--- config.mk ---
export PLATFORM = sky130hd
export DESIGN_NAME = fpdlink_serdes_out
export DESIGN_NICKNAME = d
export VERILOG_FILES = /design/src/rtl/fpdlink_serdes_out.sv
export SDC_FILE = /design/constraint.sdc
export NUM_CORES = 1
export LEC_CHECK = 0
export BUFFER_PORTS_ARGS = -buffer_cell sky130_fd_sc_hd__buf_2
export CORE_AREA = 2 2 122 124
export DETAILED_ROUTE_END_ITERATION = 12
export DIE_AREA = 0 0 124 126
export MAX_ROUTING_LAYER = met4
export PLACE_DENSITY = 0.77
export SETUP_SLACK_MARGIN = 0.5
export SYNTH_ARGS = -nofsm -noshare
export SYNTH_HDL_FRONTEND = slang
export SYNTH_SLANG_ARGS = --single-unit
--- constraint.sdc ---
create_clock -name clk -period 5.4 [get_ports clk]
set_input_delay 0.27 -clock clk [delete_from_list [all_inputs] [get_ports clk]]
set_output_delay 0.27 -clock clk [all_outputs]
set_load 0.03 [all_outputs]
--- src/rtl/fpdlink_serdes_out.sv ---
// fpdlink_serdes_out: FPD-Link I 7:1 LVDS transmitter with valid/ready input FIFO.
// Define FPDLINK_TX_HOLD_EN to re-send the last popped word on underflow instead of all-zero.
module fpdlink_serdes_out #(
    parameter int               LANES      = 6,
    parameter logic             CLK_INVERT = 1'b0,
    parameter logic [LANES-1:0] CH_INVERT  = '0,
    parameter int               FIFO_DEPTH = 4
) (
    input  logic               clk,
    input  logic               rstn,
    input  logic [LANES*7-1:0] din,
    input  logic               din_valid,
    output logic               din_ready,
    output logic [LANES-1:0]   dout,
    output logic               cout,
    output logic               slot0,
    output logic               underflow
);
    localparam int W = LANES * 7;
    localparam int AW = $clog2(FIFO_DEPTH);
    localparam int CW = AW + 1;
    localparam logic [6:0] PATTERN = 7'b1100011;

    logic [2:0]    s_q, s_d;
    logic [AW-1:0] wr_ptr_q, wr_ptr_d, rd_ptr_q, rd_ptr_d;
    logic [CW-1:0] count_q, count_d;
    logic [W-1:0]  mem_q [FIFO_DEPTH];
    logic [W-1:0]  shreg_q, shreg_d, idle_word;
    logic [1:0]    rsync_q;
    logic          din_ready_q, din_ready_d;
    logic          cout_q, cout_d;
    logic          slot0_q, slot0_d;
    logic          underflow_q, underflow_d;
    logic          push, load, pop;

    // slot sequencing, FIFO bookkeeping and shift-register load/shift
    always_comb begin
        push        = din_valid & din_ready_q;
        load        = s_q == 3'd6;
        pop         = load & (count_q != '0);
        s_d         = load ? 3'd0 : s_q + 3'd1;
        wr_ptr_d    = wr_ptr_q + AW'(push);
        rd_ptr_d    = rd_ptr_q + AW'(pop);
        count_d     = count_q + CW'(push) - CW'(pop);
        din_ready_d = rsync_q[1] & (count_d != CW'(FIFO_DEPTH));
        shreg_d     = load ? (pop ? mem_q[rd_ptr_q] : idle_word) : shreg_q << 1;
        cout_d      = PATTERN[3'd6 - s_d] ^ CLK_INVERT;
        slot0_d     = load;
        underflow_d = load & ~pop;
    end

`ifdef FPDLINK_TX_HOLD_EN
    logic [W-1:0] last_q, last_d;

    // track the last popped word so an underflow repeats the previous pixel
    always_comb last_d = pop ? mem_q[rd_ptr_q] : last_q;

    // last-word register, cleared to black on reset
    always_ff @(posedge clk or negedge rstn)
        if (!rstn) last_q <= '0;
        else last_q <= last_d;

    assign idle_word = last_q;
`else
    assign idle_word = '0;
`endif

    // two-flop synchroniser on reset release, gating din_ready only
    always_ff @(posedge clk or negedge rstn)
        if (!rstn) rsync_q <= '0;
        else rsync_q <= {rsync_q[0], 1'b1};

    // control and datapath registers
    always_ff @(posedge clk or negedge rstn) begin
        if (!rstn) begin
            s_q         <= '0;
            wr_ptr_q    <= '0;
            rd_ptr_q    <= '0;
            count_q     <= '0;
            shreg_q     <= '0;
            din_ready_q <= 1'b0;
            cout_q      <= CLK_INVERT ^ 1'b1;
            slot0_q     <= 1'b0;
            underflow_q <= 1'b0;
        end else begin
            s_q         <= s_d;
            wr_ptr_q    <= wr_ptr_d;
            rd_ptr_q    <= rd_ptr_d;
            count_q     <= count_d;
            shreg_q     <= shreg_d;
            din_ready_q <= din_ready_d;
            cout_q      <= cout_d;
            slot0_q     <= slot0_d;
            underflow_q <= underflow_d;
        end
    end

    // FIFO storage; validity is defined by the pointers, so no reset needed
    always_ff @(posedge clk)
        if (push) mem_q[wr_ptr_q] <= din;

    for (genvar i = 0; i < LANES; i++) begin : g_lane
        assign dout[i] = shreg_q[(LANES-1-i)*7+6] ^ CH_INVERT[i];
    end

    assign din_ready = din_ready_q;
    assign cout      = cout_q;
    assign slot0     = slot0_q;
    assign underflow = underflow_q;
endmodule

==> results by group <==
Yosys
  – Synth Cell Area: 8304 um^2
  – Synth Instances: 374
  – Distinct cells, synth: 35
  – Post-synthesis register bit count: 226
  – Post-synth top area cell: edfxtp_1
  – Mapped Avg Cell Area: 22.20 um^2
  – Syn Nets: 425
  – Post-synth top area share: 0.6075
  – Sequential share of the synthesized area: 0.7824
  – Synth warnings: 0
  – Synth area leaders: edfxtp_1 (61%), dfrtp_1 (17%), mux4_2 (11%)

Clock tree
  – CTS Sinks: 226
  – Post_cts resized: 0
  – Htree depth: 1
  – Total CTS buffers: 23
  – Hold_buf cts: 34
  – Worst-Skew Late Latency: 0.49 ns
  – CTS Buffer Depth: 3
  – CTS clk-pin slew, worst paths: 0.06 ns
  – Clk root buf: clkbuf_16
  – CTS tree: yes
  – Post CTS Setup Buffer Count: 0

Timing
  – Final Max Tran Viols: 0
  – Max frequency: 325.4 MHz
  – Setup_tns: 0 ns
  – RSZ-0062 raised after global routing: false
  – Hold WS: 0.007876 ns
  – Finish-stage setup viols: 0
  – Final Skew: 0.007152 ns
  – Period Utilization, post-route: 0.5691
  – Worst slew margin: 0.1779
  – Fin crit period: 3.073 ns
  – Final Hold Violating Endpoints: 0
  – Worst slew pin tran: 1.228 ns

Route
  – Post-route ant nets: 0
  – Routed wire length: 14,490 um
  – Post-DR wirelength/cell: 21.56 um
  – Routed vias: 3,874
  – # DRC: 0
  – Vias/cell: 5.765
  – TritonRoute pass-1 iters: 4
  – First DRT Iteration DRCs: 185

Finish
  – Layout cell share with drive strength beyond 1: 0.2889
  – NumNets Final: 523
  – # diodes: 0
  – Final Cell Area: 9763 um^2
  – Multi-input logic area: 1612 um^2
  – Reg area: 6500 um^2
  – Area Overhead vs Synth: 17.57%
  – Util after Layout: 0.6821
  – Fillers: 899

Floorplanning
  – Die Height: 126 um
  – Die area: 15,620 um^2
  – Core Area: 14,310 um^2
  – DIE WIDTH: 124 um
  – IO Pins: 55
  – FP Rows: 44
  – Starting Density: 0.5802

Power
  – Static Leak: 3.546 nW
  – Pwr/cell area: 503.4 nW/um^2
  – Peak VDD IR: 322.7 uV
  – Pwr Total: 4.915 mW

Global routing
  – Gr usage total: 0.2040
  – Global route hottest layer: met2
  – Grt ovf: 0
  – Met1 GRT Util: 0.2679
  – Met3 global-route usage: 0.02763
  – Largest net degree at the start of global routing: 59
  – Vias in the first global route: 4,311
  – Met2 GRT Util: 0.3374
  – First-pass GRT wire length: 23,250 um
  – Initial antenna violation count: 0

Place
  – Port bufs: 54
  – Hpwl dp: 7982 um
  – Dpl cell area: 8702 um^2
  – Gpl congestion: 0.6658

Worst setup path
  – Critical path class: flip-flop to flip-flop
  – Worst setup SP type: flip-flop
  – Nature of the critical path endpoint: flip-flop
  – R2R setup slack: 2.33 ns
  – Crit path max fanout: 44
  – Arr. time, crit path: 3.43 ns
  – Critical path's largest stage delay: 0.94 ns
  – Crit path max-delay family: simple AND/OR/NAND/NOR gates
  – CP dominant cell by count: ha_1
  – CP Cell Sequence: nand3b_2 -> nor2_4 -> ha_1 -> inv_1 -> ha_1 -> fa_1 -> xor2_1 -> xnor2_1 -> a21boi_0
  – CP Buf/Inv Count: 1
  – Req. time, crit path: 5.76 ns
  – CP max-delay cell: nand3b_2

Worst hold path
  – Hold Path Class: input port to flip-flop

Outcome
  – Status: finished clean

Job
  – Max Cap Viol: 0
where the power goes:
group / internal (mW) / total [mW] / switching, mW
logic: 0.516 / 0.919 / 0.404
clock network: 0.909 / 1.52 / 0.611
registers: 2.24 / 2.48 / 0.239
through the flow:
step,cells,setup slack (ns)
2_1_floorplan,374,1.069
5_1_grt,672,2.053
6_report,672,2.327
4_1_cts,672,2.270
3_3_place_gp,597,2.507
3_5_place_dp,597,2.323
layout by cell type (no fill, tap or decap), drive strengths merged, types with 2 or more instances in the layout:
cell type	count
nor2	2
mux4	42
a22o	41
o21ai	3
clkbuf	34
clkinv	4
xor2	3
dlygate4sd3	34
bufinv	2
dfrtp	57
buf	63
nor2b	2
ha	5
nor3	2
nor3b	2
edfxtp	168
nand2b	2
nand3b	2
inv	6
cell type report:
type,instances,area share
clock inverters,7,0.008586
multi-input cells,118,0.1651
clock buffers,34,0.06523
repair buffers,97,0.06946
inverters,6,0.002307
flip-flops and latches,226,0.6658
well taps,184,0.02358
synth_stat cells:
library cell	instances
edfxtp_1	168
dfrtp_1	57
a22o_1	41
mux4_2	40
buf_2	7
buf_4	6
clkbuf_1	6
inv_1	6
ha_1	5
buf_12	4
o21ai_0	3
xor2_1	3
mux4_1	2
nand2b_1	2
nor2b_1	2
nor3_1	2
nor3b_1	2
a211o_1	1
a21boi_0	1
a21oi_1	1
and2_1	1
and3_1	1
and3b_1	1
buf_6	1
conb_1	1
dfstp_2	1
fa_1	1
mux2i_1	1
nand2_1	1
nand3b_1	1
nand3b_2	1
nand4_1	1
nor2_1	1
nor2_2	1
xnor2_1	1
worst reg2reg max path, stage by stage, from the launching register on:
cell and delay [ns]:
dfrtp_1 0.41, nand3b_2 0.94, nor2_4 0.35, ha_1 0.16, inv_1 0.04, ha_1 0.18
fa_1 0.38, xor2_1 0.16, xnor2_1 0.19, a21boi_0 0.13
path summary, 6_finish.rpt:
path / to / depth (start not counted) / from
worst max-delay path: din_ready / 9 / s_q[0]
worst min-delay path: mem_q[0][31] / 1 / din[31]
worst max register to register: din_ready / 9 / s_q[0]
worst min register to register: rsync_q[1] / 0 / rsync_q[0]
max in group asynchronous: rd_ptr_q[0] / 3 / rstn
min in group asynchronous: shreg_q[7] / 3 / rstn
logic make-up after synthesis:
group           share of synthesized area
xor+xnor                         0.004220
fa+ha+maj                        0.009944
mux                                0.1160
compound gates                    0.04761
other cells                     0.0004516
flops                              0.7824
simple gates                      0.01326
buf+inv                           0.02607
state kept, by name (all words and copies together), names as in the netlist, 2 cells and up:
register	flops
wr_ptr_q	2
rd_ptr_q	2
shreg_q	42
mem_q	168
count_q	3
rsync_q	2
s_q	3
layer usage:
layer / vias up / routed length [um]
met2: 90 / 7455
met4: 0 / 280
met5: - / 0
li1: 1717 / -
met1: 2040 / 6185
met3: 27 / 568
Power figures use the tool's default switching activity.
